$ cat src/rtl/imgproc_frame_ctrl.sv
// Frame-level sequencer for the grayscale -> row buffer -> 3x3 conv pipeline.
// Detects frame start and end on the raw pixel stream, latches a debounced kernel select, and drains the pipeline.
module imgproc_frame_ctrl #(
  parameter int IMG_W    = 640,
  parameter int IMG_H    = 480,
  parameter int DEB_CYC  = 50000,
  parameter int PIPE_LAT = 4,
  parameter int TIMEOUT  = 1 << 20
) (
  input  logic        iCLK,
  input  logic        iRST,
  input  logic        iDVAL,
  input  logic [15:0] iX_Cont,
  input  logic [15:0] iY_Cont,
  input  logic        iSW,
  output logic        oMODE,
  output logic        oPIPE_EN,
  output logic        oFRAME_START,
  output logic        oFRAME_DONE,
  output logic        oFRAME_ABORT,
  output logic [15:0] oFRAME_CNT,
  output logic [1:0]  oDbgState,
  output logic        oDbgSwDb
);

  localparam int PIX_RAW = $clog2(IMG_W * IMG_H + 1);
  localparam int PIX_W   = (PIX_RAW > 17) ? PIX_RAW : 17;
  localparam int IDLE_W  = $clog2(TIMEOUT + 1);
  localparam int DR_W    = (PIPE_LAT > 1) ? $clog2(PIPE_LAT + 1) : 1;
  localparam int DEB_W   = (DEB_CYC > 1) ? $clog2(DEB_CYC + 1) : 1;
  localparam logic [PIX_W-1:0] FRAME_PIX = PIX_W'(IMG_W * IMG_H);

  typedef enum logic [1:0] {
    IDLE   = 2'd0,
    ACTIVE = 2'd1,
    DRAIN  = 2'd2
  } state_t;

  state_t state, stateNxt;

  logic              swMeta, swSync, swDb;
  logic [DEB_W-1:0]  debCnt;
  logic [PIX_W-1:0]  pixCnt, pixNxt;
  logic [IDLE_W-1:0] idleCnt, idleNxt;
  logic [DR_W-1:0]   drainCnt, drainNxt;
  logic              modeNxt, pipeNxt, startNxt, doneNxt, abortNxt;
  logic [15:0]       cntNxt;

  logic startPix, lastPix, countOk, idleExpired, drainEnd;

  // The pixel stream is valid-only: a pixel is consumed on every edge where
  // iDVAL=1, and there is no ready signal, so the pipeline can never stall it.
  assign startPix    = iDVAL && (iX_Cont == 16'd0) && (iY_Cont == 16'd0);
  assign lastPix     = iDVAL && (iX_Cont == 16'(IMG_W - 1)) && (iY_Cont == 16'(IMG_H - 1));
  assign countOk     = (pixCnt + PIX_W'(1)) == FRAME_PIX;
  assign idleExpired = idleCnt == IDLE_W'(TIMEOUT - 1);
  assign drainEnd    = drainCnt == DR_W'(PIPE_LAT - 1);

  // Switch path: swDb only follows swSync after DEB_CYC samples that all differ from it.
  always_ff @(posedge iCLK or posedge iRST) begin
    if (iRST) begin
      swMeta <= 1'b0;
      swSync <= 1'b0;
      swDb   <= 1'b0;
      debCnt <= '0;
    end else begin
      swMeta <= iSW;
      swSync <= swMeta;
      if (swSync == swDb) begin
        debCnt <= '0;
      end else if (debCnt == DEB_W'(DEB_CYC - 1)) begin
        swDb   <= swSync;
        debCnt <= '0;
      end else begin
        debCnt <= debCnt + DEB_W'(1);
      end
    end
  end

  always_ff @(posedge iCLK or posedge iRST) begin
    if (iRST) state <= IDLE;
    else      state <= stateNxt;
  end

  always_comb begin
    stateNxt = state;
    case (state)
      IDLE: begin
        if (startPix) stateNxt = ACTIVE;
      end
      ACTIVE: begin
        if (startPix)                   stateNxt = ACTIVE;
        else if (lastPix)               stateNxt = countOk ? DRAIN : IDLE;
        else if (!iDVAL && idleExpired) stateNxt = IDLE;
      end
      DRAIN: begin
        if (startPix)      stateNxt = ACTIVE;
        else if (drainEnd) stateNxt = IDLE;
      end
      default: stateNxt = IDLE;
    endcase
  end

  always_comb begin
    startNxt = 1'b0;
    abortNxt = 1'b0;
    doneNxt  = 1'b0;
    modeNxt  = oMODE;
    pixNxt   = pixCnt;
    idleNxt  = idleCnt;
    drainNxt = drainCnt;
    cntNxt   = oFRAME_CNT;
    case (state)
      IDLE: begin
        if (startPix) begin
          startNxt = 1'b1;
          modeNxt  = swDb;
          pixNxt   = PIX_W'(1);
          idleNxt  = '0;
        end
      end
      ACTIVE: begin
        if (startPix) begin
          abortNxt = 1'b1;
          startNxt = 1'b1;
          modeNxt  = swDb;
          pixNxt   = PIX_W'(1);
          idleNxt  = '0;
        end else if (lastPix) begin
          if (countOk) drainNxt = '0;
          else         abortNxt = 1'b1;
        end else if (iDVAL) begin
          pixNxt  = (pixCnt == {PIX_W{1'b1}}) ? pixCnt : pixCnt + PIX_W'(1);
          idleNxt = '0;
        end else if (idleExpired) begin
          abortNxt = 1'b1;
        end else begin
          idleNxt = idleCnt + IDLE_W'(1);
        end
      end
      DRAIN: begin
        drainNxt = drainCnt + DR_W'(1);
        if (startPix) begin
          doneNxt  = 1'b1;
          startNxt = 1'b1;
          cntNxt   = oFRAME_CNT + 16'd1;
          modeNxt  = swDb;
          pixNxt   = PIX_W'(1);
          idleNxt  = '0;
        end else if (drainEnd) begin
          doneNxt = 1'b1;
          cntNxt  = oFRAME_CNT + 16'd1;
        end
      end
      default: ;
    endcase
    // Enable lingers one cycle past a completed drain so the final conv output is taken.
    pipeNxt = (stateNxt != IDLE) || doneNxt;
  end

  always_ff @(posedge iCLK or posedge iRST) begin
    if (iRST) begin
      oMODE        <= 1'b0;
      oPIPE_EN     <= 1'b0;
      oFRAME_START <= 1'b0;
      oFRAME_DONE  <= 1'b0;
      oFRAME_ABORT <= 1'b0;
      oFRAME_CNT   <= 16'd0;
      pixCnt       <= '0;
      idleCnt      <= '0;
      drainCnt     <= '0;
    end else begin
      oMODE        <= modeNxt;
      oPIPE_EN     <= pipeNxt;
      oFRAME_START <= startNxt;
      oFRAME_DONE  <= doneNxt;
      oFRAME_ABORT <= abortNxt;
      oFRAME_CNT   <= cntNxt;
      pixCnt       <= pixNxt;
      idleCnt      <= idleNxt;
      drainCnt     <= drainNxt;
    end
  end

  assign oDbgState = state;
  assign oDbgSwDb  = swDb;

endmodule

$ cat config.mk
export PLATFORM = sky130hd
export DESIGN_NAME = imgproc_frame_ctrl
export DESIGN_NICKNAME = d
export VERILOG_FILES = /design/src/rtl/imgproc_frame_ctrl.sv
export SDC_FILE = /design/constraint.sdc
export NUM_CORES = 1
export LEC_CHECK = 0
export CELL_PAD_IN_SITES_DETAIL_PLACEMENT = 0
export CELL_PAD_IN_SITES_GLOBAL_PLACEMENT = 1
export CORE_MARGIN = 3
export CORE_UTILIZATION = 30
export CTS_BUF_LIST = sky130_fd_sc_hd__clkbuf_16
export DETAILED_ROUTE_END_ITERATION = 16
export PLACE_DENSITY = 0.68
export SLEW_MARGIN = 20
export SYNTH_ARGS = -nofsm -noshare
export SYNTH_HDL_FRONTEND = slang
export SYNTH_SLANG_ARGS = --single-unit
$ cat constraint.sdc
create_clock -name iCLK -period 3.4 [get_ports iCLK]
set_input_delay 0.34 -clock iCLK [delete_from_list [all_inputs] [get_ports iCLK]]
set_output_delay 0.34 -clock iCLK [all_outputs]
set_load 0.03 [all_outputs]
# Word-level counts from Yosys, hierarchy flattened

Cells that the tools add are included.

Bits in registers: 85
Input port bits: 36
Word-level logic and storage cells: 99

Equality and inequality tests: 18
Reduce and logical (&&, ||, !) cells: 22
Bitwise gates (word level): 1
Add/subtract/negate cells: 5
Mux-type cells: 39

Operators by type and width:

| operator              | count |
|---|---|
| $mux 21               | 5 |
| $mux 19               | 5 |
| $mux 16               | 4 |
| $pmux 21 s2           | 1 |
| $eq 19x19->1 const B  | 2 |
| $pmux 19 s2           | 1 |
| $add 16x1->16 const B | 2 |
| $logic_not 16->1      | 2 |
| $add 21x1->21 const B | 1 |
| $eq 21x20->1 const B  | 1 |
| $add 19x1->19 const B | 1 |
| $eq 16x10->1 const B  | 1 |
| $eq 16x16->1 const B  | 1 |
| $eq 16x9->1 const B   | 1 |
| $mux 2                | 7 |
| $mux 1                | 11 |
| $mux 3                | 3 |
| $ne 3x3->1 const B    | 3 |
| $reduce_and 4->1      | 2 |
| $reduce_bool 2->1     | 4 |
| $ne 2x2->1 const B    | 3 |
| $pmux 2 s3            | 1 |
| $pmux 3 s2            | 1 |
| $reduce_and 2->1      | 3 |
| 15 further kinds      | 19 |

# Longest topological paths before layout

Gate-level depths: netlist of the first run.

Word-level depth: 8
Gate-level depth with buffers: 10

# Least setup slack after synthesis of the first run

Ideal clock, no wire load.

Path type: input port to flip-flop
Start point: in iY_Cont[4]
End point: reg idleCnt[0]
Buffers on the path: 2
Data arrival time: 2.282 ns
Stages on the path: 8
Data required time: 3.273 ns
Setup slack: 0.991 ns
Path through: or4_1 -> nor3_1 -> or4b_1 -> buf_2 -> and2_4 -> buf_6 -> clkinv_2 -> mux2_1

Word-level cells in the longest chain between the ends: 4
Elaborated cells on any way between the ends: 10

Ends and longest elaborated chain:

| what                                                             | line   | RTL |
|---|---|---|
| start, declared                                                  | 14     | `input logic [15:0] iY_Cont,` |
| $eq 16x9->1 / $logic_not 16->1 (equally long branches)           | 54, 53 |  |
| $logic_and 1x1->1, on equally long branches                      | 54, 53 |  |
| $ne 3x3->1 (no line) (tied with other cells)                     | --     |  |
| $reduce_and 4->1 (no line) / $pmux 21 s2 (equally long branches) | --     |  |
| end signal, assigned                                             | 180    | `idleCnt <= idleNxt;` |
| end, declared                                                    | 44     | `logic [IDLE_W-1:0] idleCnt, idleNxt;` |

Parallel ways exist; a longest one is shown, timed or not.
A chain may end at the register's enable or synchronous reset.

# Worst setup path in the final report of the first run

Start point: reg pixCnt[0]
End point: reg drainCnt[0]

Word-level cells in the longest chain between the ends: 4

Ends and longest elaborated chain:

| what                       | line | RTL |
|---|---|---|
| start, declared            | 43   | `logic [PIX_W-1:0] pixCnt, pixNxt;` |
| start signal, assigned     | 179  | `pixCnt <= pixNxt;` |
| $add 19x1->19              | 55   | `assign countOk = (pixCnt + PIX_W'(1)) == FRAME_PIX;` |
| $eq 19x19->1               | 55   |  |
| $ne 2x2->1 (no line)       | --   |  |
| $reduce_and 4->1 (no line) | --   |  |
| end signal, assigned       | 181  | `drainCnt <= drainNxt;` |
| end, declared              | 45   | `logic [DR_W-1:0] drainCnt, drainNxt;` |

No other way between the ends.

==> run summary, run 1 <==
=================================================================================
Status                                                               finished clean
Unrepaired setup endpoints after global routing                             false
Worst Slack Setup Final                                                  0.643 ns
Clock Sink Count                                                               85
Netlist area before placement                                          4740 sq um
Boundary Pins                                                                  60
Critical path endpoint                                               drainCnt[0]$_DFFE_PP0P_
Clock slew seen by the registers of the worst setup and hold paths        0.07 ns
Category of the most critical setup path                             register to register
Fin nets                                                                      600
Count of hold-fix buffers inserted at cts                                       0
Reg-to-Reg Start                                                     pixCnt[0]$_DFFE_PP0P_
Clock tree from TritonCTS                                                   built
P&R area growth vs syn                                                      24.8%
Number of cells produced by synthesis                                         498
Worst Reg2Reg Path Length in Cells                                              7
Setup crit start                                                     pixCnt[0]$_DFFE_PP0P_
Number of buffers added by the clock tree synthesis step                        9
Peak ir drop on the vdd network                                          0.272 mV
Number of maximum-capacitance constraint violations                             0
Met2 wire length                                                     5310 microns
Max-slew headroom                                                           0.448
Top layer reached by signal wires                                            met4
Final hold slack                                                         0.357 ns
Final HPWL from detailed placement                                   8400 microns
H-tree level count                                                              3
Total Neg Setup Slack                                                        0 ns
Via count of the first global-routing pass                                   3857
Part of the cycle the worst path needs                                      0.811
Routed vias/inst                                                             5.15
Final cell count without fillers                                              774
Leading area contributor after synthesis                             sky130_fd_sc_hd__dfrtp_1
Core area                                                             15300 sq um
Number of setup violations in the final report                                  0
Post-route antenna net violation count                                          0
DR pass1 iterations                                                             5
Sequential share of power                                                   0.472
Postcts setup bufs                                                              0
Startpoint Class                                                         register
Max clock buf depth                                                             2
Initial core utilization                                                    0.310
Routed wl met3                                                        505 microns
Wl on met1                                                           5580 microns
Finished Cell Area                                                     5920 sq um
Fraction of power consumed by the clock network                             0.491
Ys flop type                                                         sky130_fd_sc_hd__dfrtp_1
Share of the yosys chip area belonging to registers                         0.448
Share of total power consumed by net switching                              0.210
Vias after detailed routing                                                  3988
Wire length of the first global-routing pass                         19600 microns
Distinct cell type count after synthesis                                       70
Pre-CTS setup slack                                                      0.362 ns
Latest clock arrival within the worst-skew pair                           0.34 ns
Ranking of synthesized cells by area                                 sky130_fd_sc_hd__dfrtp_1 45%, sky130_fd_sc_hd__nand3_1 3.8%, sky130_fd_sc_hd__nand2_1 3.6%
Hold violation count in the final report                                        0
Setup slack of the most critical reg-to-reg path                          0.64 ns
Die span in y                                                         132 microns
Overall fraction of global-route tracks in use                              0.136
Power density normalized to cell area                                 364 nW/um^2
Count of warnings emitted by yosys                                              0
Clock tree root buffer cell                                          sky130_fd_sc_hd__clkbuf_16
Net count after synthesis                                                     540
Die area                                                              17400 sq um
Post-detailed-route DRC marker count                                            0
Min Tclk post-route                                                       2.76 ns
Overall power consumption                                                 2.16 mW
Port Buffers                                                                   59
Upper clock frequency limit                                               363 MHz
Fraction of final layout cells sized beyond drive strength 1               0.0782
Cell total after placement                                                    758
Largest net degree at the start of global routing                              54
Top-area cell type share of the netlist area                                0.448
Crit path DAT                                                             2.96 ns
CTS resizes                                                                     0
Total number of placement rows                                                 45
Count of pins over their slew limit                                             0
Combinational cell fraction of total power                                  0.037
Most used cells in the layout excluding fill and tap cells           85 x sky130_fd_sc_hd__dfrtp_1, 59 x sky130_fd_sc_hd__clkdlybuf4s50_1, 45 x sky130_fd_sc_hd__nand2_1
Internal power consumption                                                1.70 mW
Commonest non-fill, non-tap cell in the layout                       sky130_fd_sc_hd__dfrtp_1
Antenna violations before repair                                                0
Kind of path behind the tightest hold check                          register to register
Critical path peak fanout                                                       8
Register bit total from synthesis                                              85
Filler instances                                                             1529
Setup clock skew after layout                                          0.00965 ns
Leak pwr                                                                  2.53 nW
Number of synthesized flops with an enable pin                                  0
Endpoint of the lowest-slack register-to-register path               drainCnt[0]$_DFFE_PP0P_
Core occupancy in the finished layout                                       0.387
Total Wirelength                                                     11600 microns
RePlAce Congestion                                                          0.845
Required @ worst endpoint                                                 3.60 ns
P_sw                                                                     0.453 mW
Final global-route overflow total                                               0
DR iter-0 viols                                                               200
Post-synth ARST share                                                        1.00
Post-synthesis area per instance                                       9.52 sq um
Die X-Extent                                                          132 microns
Post-placement cell area                                               5590 sq um
Wirelength per Cell                                                  14.9 microns
Worst Setup End Kind                                                     register
Worst-margin pin slew                                                    0.820 ns
N_diodes                                                                        0
=================================================================================
==> routing by layer <==
layer  vias to the layer above  GRT usage
met4                         0     0.0379
met3                        14     0.0344
met2                        92      0.219
met1                      1920      0.182
met5                         -          0
li1                       1962          -
==> power by group through the flow <==
stage	registers, mW	logic (mW)	clock network (mW)
floorplan	1.04	0.0252	0
global placement	1.04	0.0803	0
detailed placement	1.04	0.0815	0
CTS	1.02	0.0821	1.09
global route	1.02	0.0887	1.13
finish	1.02	0.0790	1.06
==> worst min path at each step <==
stage / start / to / slack, ns / depth (start not counted)
6_report: swMeta$_DFF_PP0_ / swSync$_DFF_PP0_ / 0.36 / 0
5_1_grt: swMeta$_DFF_PP0_ / swSync$_DFF_PP0_ / 0.38 / 0
4_1_cts: swMeta$_DFF_PP0_ / swSync$_DFF_PP0_ / 0.36 / 0
3_5_place_dp: swMeta$_DFF_PP0_ / swSync$_DFF_PP0_ / 0.34 / 0
3_3_place_gp: swMeta$_DFF_PP0_ / swSync$_DFF_PP0_ / 0.34 / 0
2_1_floorplan: swMeta$_DFF_PP0_ / swSync$_DFF_PP0_ / 0.33 / 0
==> cells by family after synthesis <==
group	synth area share
multiplexers	0.0306
flip-flops	0.448
XOR/XNOR	0.0609
adder cells (fa/ha/maj)	0.0158
AO/OA/AOI/OAI	0.137
AND/OR/NAND/NOR	0.276
buffers and inverters	0.0311
==> sequential cells by signal, summed over array words and instances (netlist names) <==
name,count
idleCnt,21
pixCnt,19
debCnt,16
oFRAME_CNT,16
drainCnt,3
oDbgState,2
oDbgSwDb,1
oFRAME_ABORT,1
oFRAME_DONE,1
oFRAME_START,1
oMODE,1
oPIPE_EN,1
swMeta,1
swSync,1
==> cell usage after synthesis (5+ instances only) <==
library cell                n
sky130_fd_sc_hd__a21oi_1   15
sky130_fd_sc_hd__a31oi_1   22
sky130_fd_sc_hd__and2_1     6
sky130_fd_sc_hd__and3_1    19
sky130_fd_sc_hd__and4_1     7
sky130_fd_sc_hd__buf_2      8
sky130_fd_sc_hd__clkbuf_1   8
sky130_fd_sc_hd__dfrtp_1   85
sky130_fd_sc_hd__ha_1       6
sky130_fd_sc_hd__inv_1     13
sky130_fd_sc_hd__mux2i_1   10
sky130_fd_sc_hd__nand2_1   45
sky130_fd_sc_hd__nand2b_1   9
sky130_fd_sc_hd__nand3_1   36
sky130_fd_sc_hd__nand3b_1   6
sky130_fd_sc_hd__nand4_1   18
sky130_fd_sc_hd__nor2_1    37
sky130_fd_sc_hd__nor2b_1    5
sky130_fd_sc_hd__nor3_1    11
sky130_fd_sc_hd__nor4_1     9
sky130_fd_sc_hd__o21ai_0   10
sky130_fd_sc_hd__o22ai_1    5
sky130_fd_sc_hd__or3_1      8
sky130_fd_sc_hd__xnor2_1   18
sky130_fd_sc_hd__xor2_1    15
==> critical path, cell delays in order, from the launching register on <==
cell	delay, ns
sky130_fd_sc_hd__dfrtp_1	0.46
sky130_fd_sc_hd__ha_1	0.30
sky130_fd_sc_hd__nand2_1	0.26
sky130_fd_sc_hd__nor3_4	0.28
sky130_fd_sc_hd__nand4_1	0.16
sky130_fd_sc_hd__or4_4	0.53
sky130_fd_sc_hd__a2111oi_4	0.49
sky130_fd_sc_hd__o21ai_0	0.15
==> final cells by class <==
| class | instances | area [sq um] | share of cell area |
|---|---|---|---|
| sequential | 85 | 2130 | 0.359 |
| clock buffer | 9 | 225 | 0.0380 |
| clock inverter | 7 | 97.6 | 0.0165 |
| multi-input combinational | 379 | 2470 | 0.418 |
| timing repair buffer | 69 | 678 | 0.115 |
| tap | 211 | 264 | 0.0446 |
| inverter | 14 | 55.1 | 0.00930 |
Power figures use the tool's default switching activity.
==> run 2: changes to the inputs <==
--- a/config.mk
+++ b/config.mk
@@ -11,7 +11,7 @@
 export CORE_UTILIZATION = 30
 export CTS_BUF_LIST = sky130_fd_sc_hd__clkbuf_16
 export DETAILED_ROUTE_END_ITERATION = 16
-export PLACE_DENSITY = 0.68
+export PLACE_DENSITY = 0.71
 export SLEW_MARGIN = 20
 export SYNTH_ARGS = -nofsm -noshare
 export SYNTH_HDL_FRONTEND = slang
==> constraint.sdc (replaced) <==
create_clock -name iCLK -period 2.5 [get_ports iCLK]
set_input_delay 0.25 -clock iCLK [delete_from_list [all_inputs] [get_ports iCLK]]
set_output_delay 0.25 -clock iCLK [all_outputs]
set_load 0.03 [all_outputs]
==> run summary, run 2 (same netlist as run 1, synthesis figures left out) <==
=================================================================================
Latest clock arrival within the worst-skew pair                           0.35 ns   about the same
Critical path peak fanout                                                      14   +6
Number of maximum-capacitance constraint violations                             0   unchanged
Total number of placement rows                                                 45   unchanged
Vias after detailed routing                                                  4184   +4.9%
Routed wl met3                                                        520 microns   +3.0%
Boundary Pins                                                                  60   unchanged
Count of pins over their slew limit                                             0   unchanged
Cell total after placement                                                    794   +4.7%
Fin nets                                                                      636   +6.0%
Most used cells in the layout excluding fill and tap cells           80 x sky130_fd_sc_hd__dfrtp_1, 59 x sky130_fd_sc_hd__clkdlybuf4s50_1, 44 x sky130_fd_sc_hd__nand2_1, 44 x sky130_fd_sc_hd__buf_4, 37 x sky130_fd_sc_hd__nor2_1
Final cell count without fillers                                              810   +4.7%
Required @ worst endpoint                                                 2.77 ns   -0.83 ns
Part of the cycle the worst path needs                                      0.970
Clock slew seen by the registers of the worst setup and hold paths        0.06 ns   about the same
Sum of buffers and inverters on the critical path                               2   +2
Setup slack of the most critical reg-to-reg path                          0.15 ns   -0.49 ns
Overall fraction of global-route tracks in use                              0.143   +0.00688
Via count of the first global-routing pass                                   4122   +6.9%
Power density normalized to cell area                                 471 nW/um^2   +29%
Port Buffers                                                                   59   unchanged
Clock tree from TritonCTS                                                   built
Endpoint of the lowest-slack register-to-register path               drainCnt[0]$_DFFE_PP0P_
Routed vias/inst                                                             5.17   +0.25%
Post-detailed-route DRC marker count                                            0   unchanged
N_diodes                                                                        0   unchanged
Number of flip-flops in the largest register                                   21   unchanged
Wirelength per Cell                                                  15.1 microns   +1.1%
Setup clock skew after layout                                          0.00735 ns   -0.00230 ns
Final hold slack                                                         0.145 ns   -0.213 ns
Register ranked first by flip-flop count                                  idleCnt
Core area                                                             15300 sq um   unchanged
Wl on met1                                                           5660 microns   +1.5%
Worst Reg2Reg Path Length in Cells                                              6   -1
Category of the most critical setup path                             input pin to register
Status                                                               finished clean
Largest incremental delay on the critical path                            0.56 ns   +0.03 ns
Kind of path behind the tightest hold check                          input pin to async pin
Upper clock frequency limit                                               412 MHz
Max clock buf depth                                                             2   unchanged
Worst Setup End Kind                                                     register
H-tree level count                                                              3   unchanged
Crit path cell chain                                                 clkdlybuf4s50_1 -> or4_4 -> nor3_1 -> or4b_1 -> buf_6 -> a2111oi_4 -> mux2i_1
Number of buffers added by the clock tree synthesis step                        9   unchanged
Leak pwr                                                                  2.70 nW   +6.8%
Antenna violations before repair                                                0   unchanged
Core occupancy in the finished layout                                       0.405   +0.0189
Largest registers                                                    idleCnt (21), pixCnt (19)
Top delay family on crit path                                        simple AND/OR/NAND/NOR gates
DR pass1 iterations                                                             4   -1
Hold violation count in the final report                                        0   unchanged
Max-slew headroom                                                           0.536   +0.0878
Post-route antenna net violation count                                          0   unchanged
Fraction of final layout cells sized beyond drive strength 1                0.145   +0.0671
Die area                                                              17400 sq um   unchanged
Min Tclk post-route                                                       2.43 ns
Count of hold-fix buffers inserted at cts                                       0   unchanged
Crit path DAT                                                             2.70 ns   -0.26 ns
Initial core utilization                                                    0.310   unchanged
DR iter-0 viols                                                               222   +11%
Startpoint Class                                                        input pin
Postcts setup bufs                                                              0   unchanged
Worst-margin pin slew                                                    0.692 ns   -0.128 ns
Total Wirelength                                                     12200 microns   +5.8%
Die span in y                                                         132 microns   unchanged
Commonest non-fill, non-tap cell in the layout                       sky130_fd_sc_hd__dfrtp_1
Top layer reached by signal wires                                            met4
Worst-path cell with the longest stage delay                         sky130_fd_sc_hd__or4_4
Largest net degree at the start of global routing                              39   -28%
RePlAce Congestion                                                          0.850   +0.57%
Die X-Extent                                                          132 microns   unchanged
Final global-route overflow total                                               0   unchanged
P&R area growth vs syn                                                      30.9%
Met2 wire length                                                     5780 microns   +9.0%
Number of setup violations in the final report                                  0   unchanged
Final HPWL from detailed placement                                   9000 microns   +7.2%
Peak ir drop on the vdd network                                          0.295 mV   +8.6%
Clock Sink Count                                                               85   unchanged
Reg-to-Reg Start                                                     pixCnt[8]$_DFFE_PP0P_
Clock tree root buffer cell                                          sky130_fd_sc_hd__clkbuf_16
Wire length of the first global-routing pass                         20500 microns   +4.8%
=================================================================================
run 2: through the flow:
stage	setup WS (ns)	instance area, sq um	power [mW]	TNS (ns)
floorplan	0.0565	4740	1.44	0
global placement	-0.310	5860	1.52	-10.95
detailed placement	-0.415	5860	1.52	-10.90
CTS	0.0248	6180	2.97	0
global route	-0.00199	6210	3.04	-0.00199
finish	0.0749	6210	2.93	0
run 2: report_power, final:
part           switching, mW  internal (mW)
logic                 0.0508         0.0614
registers            0.00325           1.38
clock network          0.561          0.870
total                  0.615           2.31
run 2: worst max path at each step:
| stage | start | end | slack (ns) | depth (start not counted) |
|---|---|---|---|---|
| 2_1_floorplan | iRST | debCnt[0]$_DFF_PP0_ | 0.06 | 1 |
| 3_3_place_gp | iY_Cont[4] | pixCnt[14]$_DFFE_PP0P_ | -0.31 | 9 |
| 3_5_place_dp | iDVAL | idleCnt[7]$_DFFE_PP0P_ | -0.41 | 8 |
| 4_1_cts | iY_Cont[4] | idleCnt[7]$_DFFE_PP0P_ | 0.02 | 7 |
| 5_1_grt | iY_Cont[4] | idleCnt[0]$_DFFE_PP0P_ | -0.002 | 8 |
| 6_report | iY_Cont[4] | idleCnt[7]$_DFFE_PP0P_ | 0.07 | 7 |
run 2: layout make-up:
cell class	count	area, sq um
Clock buffer	9	225
Clock inverter	7	88.8
Fill cell	1533	9110
Inverter	14	55.1
Multi-Input combinational cell	379	2490
Sequential cell	85	2130
Tap cell	211	264
Timing Repair Buffer	105	952
run 2: metal layers:
metal / vias up / global-route usage
met2: 96 / 0.236
li1: 2038 / -
met1: 2033 / 0.184
met3: 17 / 0.0282
met5: - / 0
met4: 0 / 0.0607
run 2: what timing repair did:
item	CTS	global route
gates resized for setup	1	11
pin swaps	0	1
setup endpoints to repair	3	15
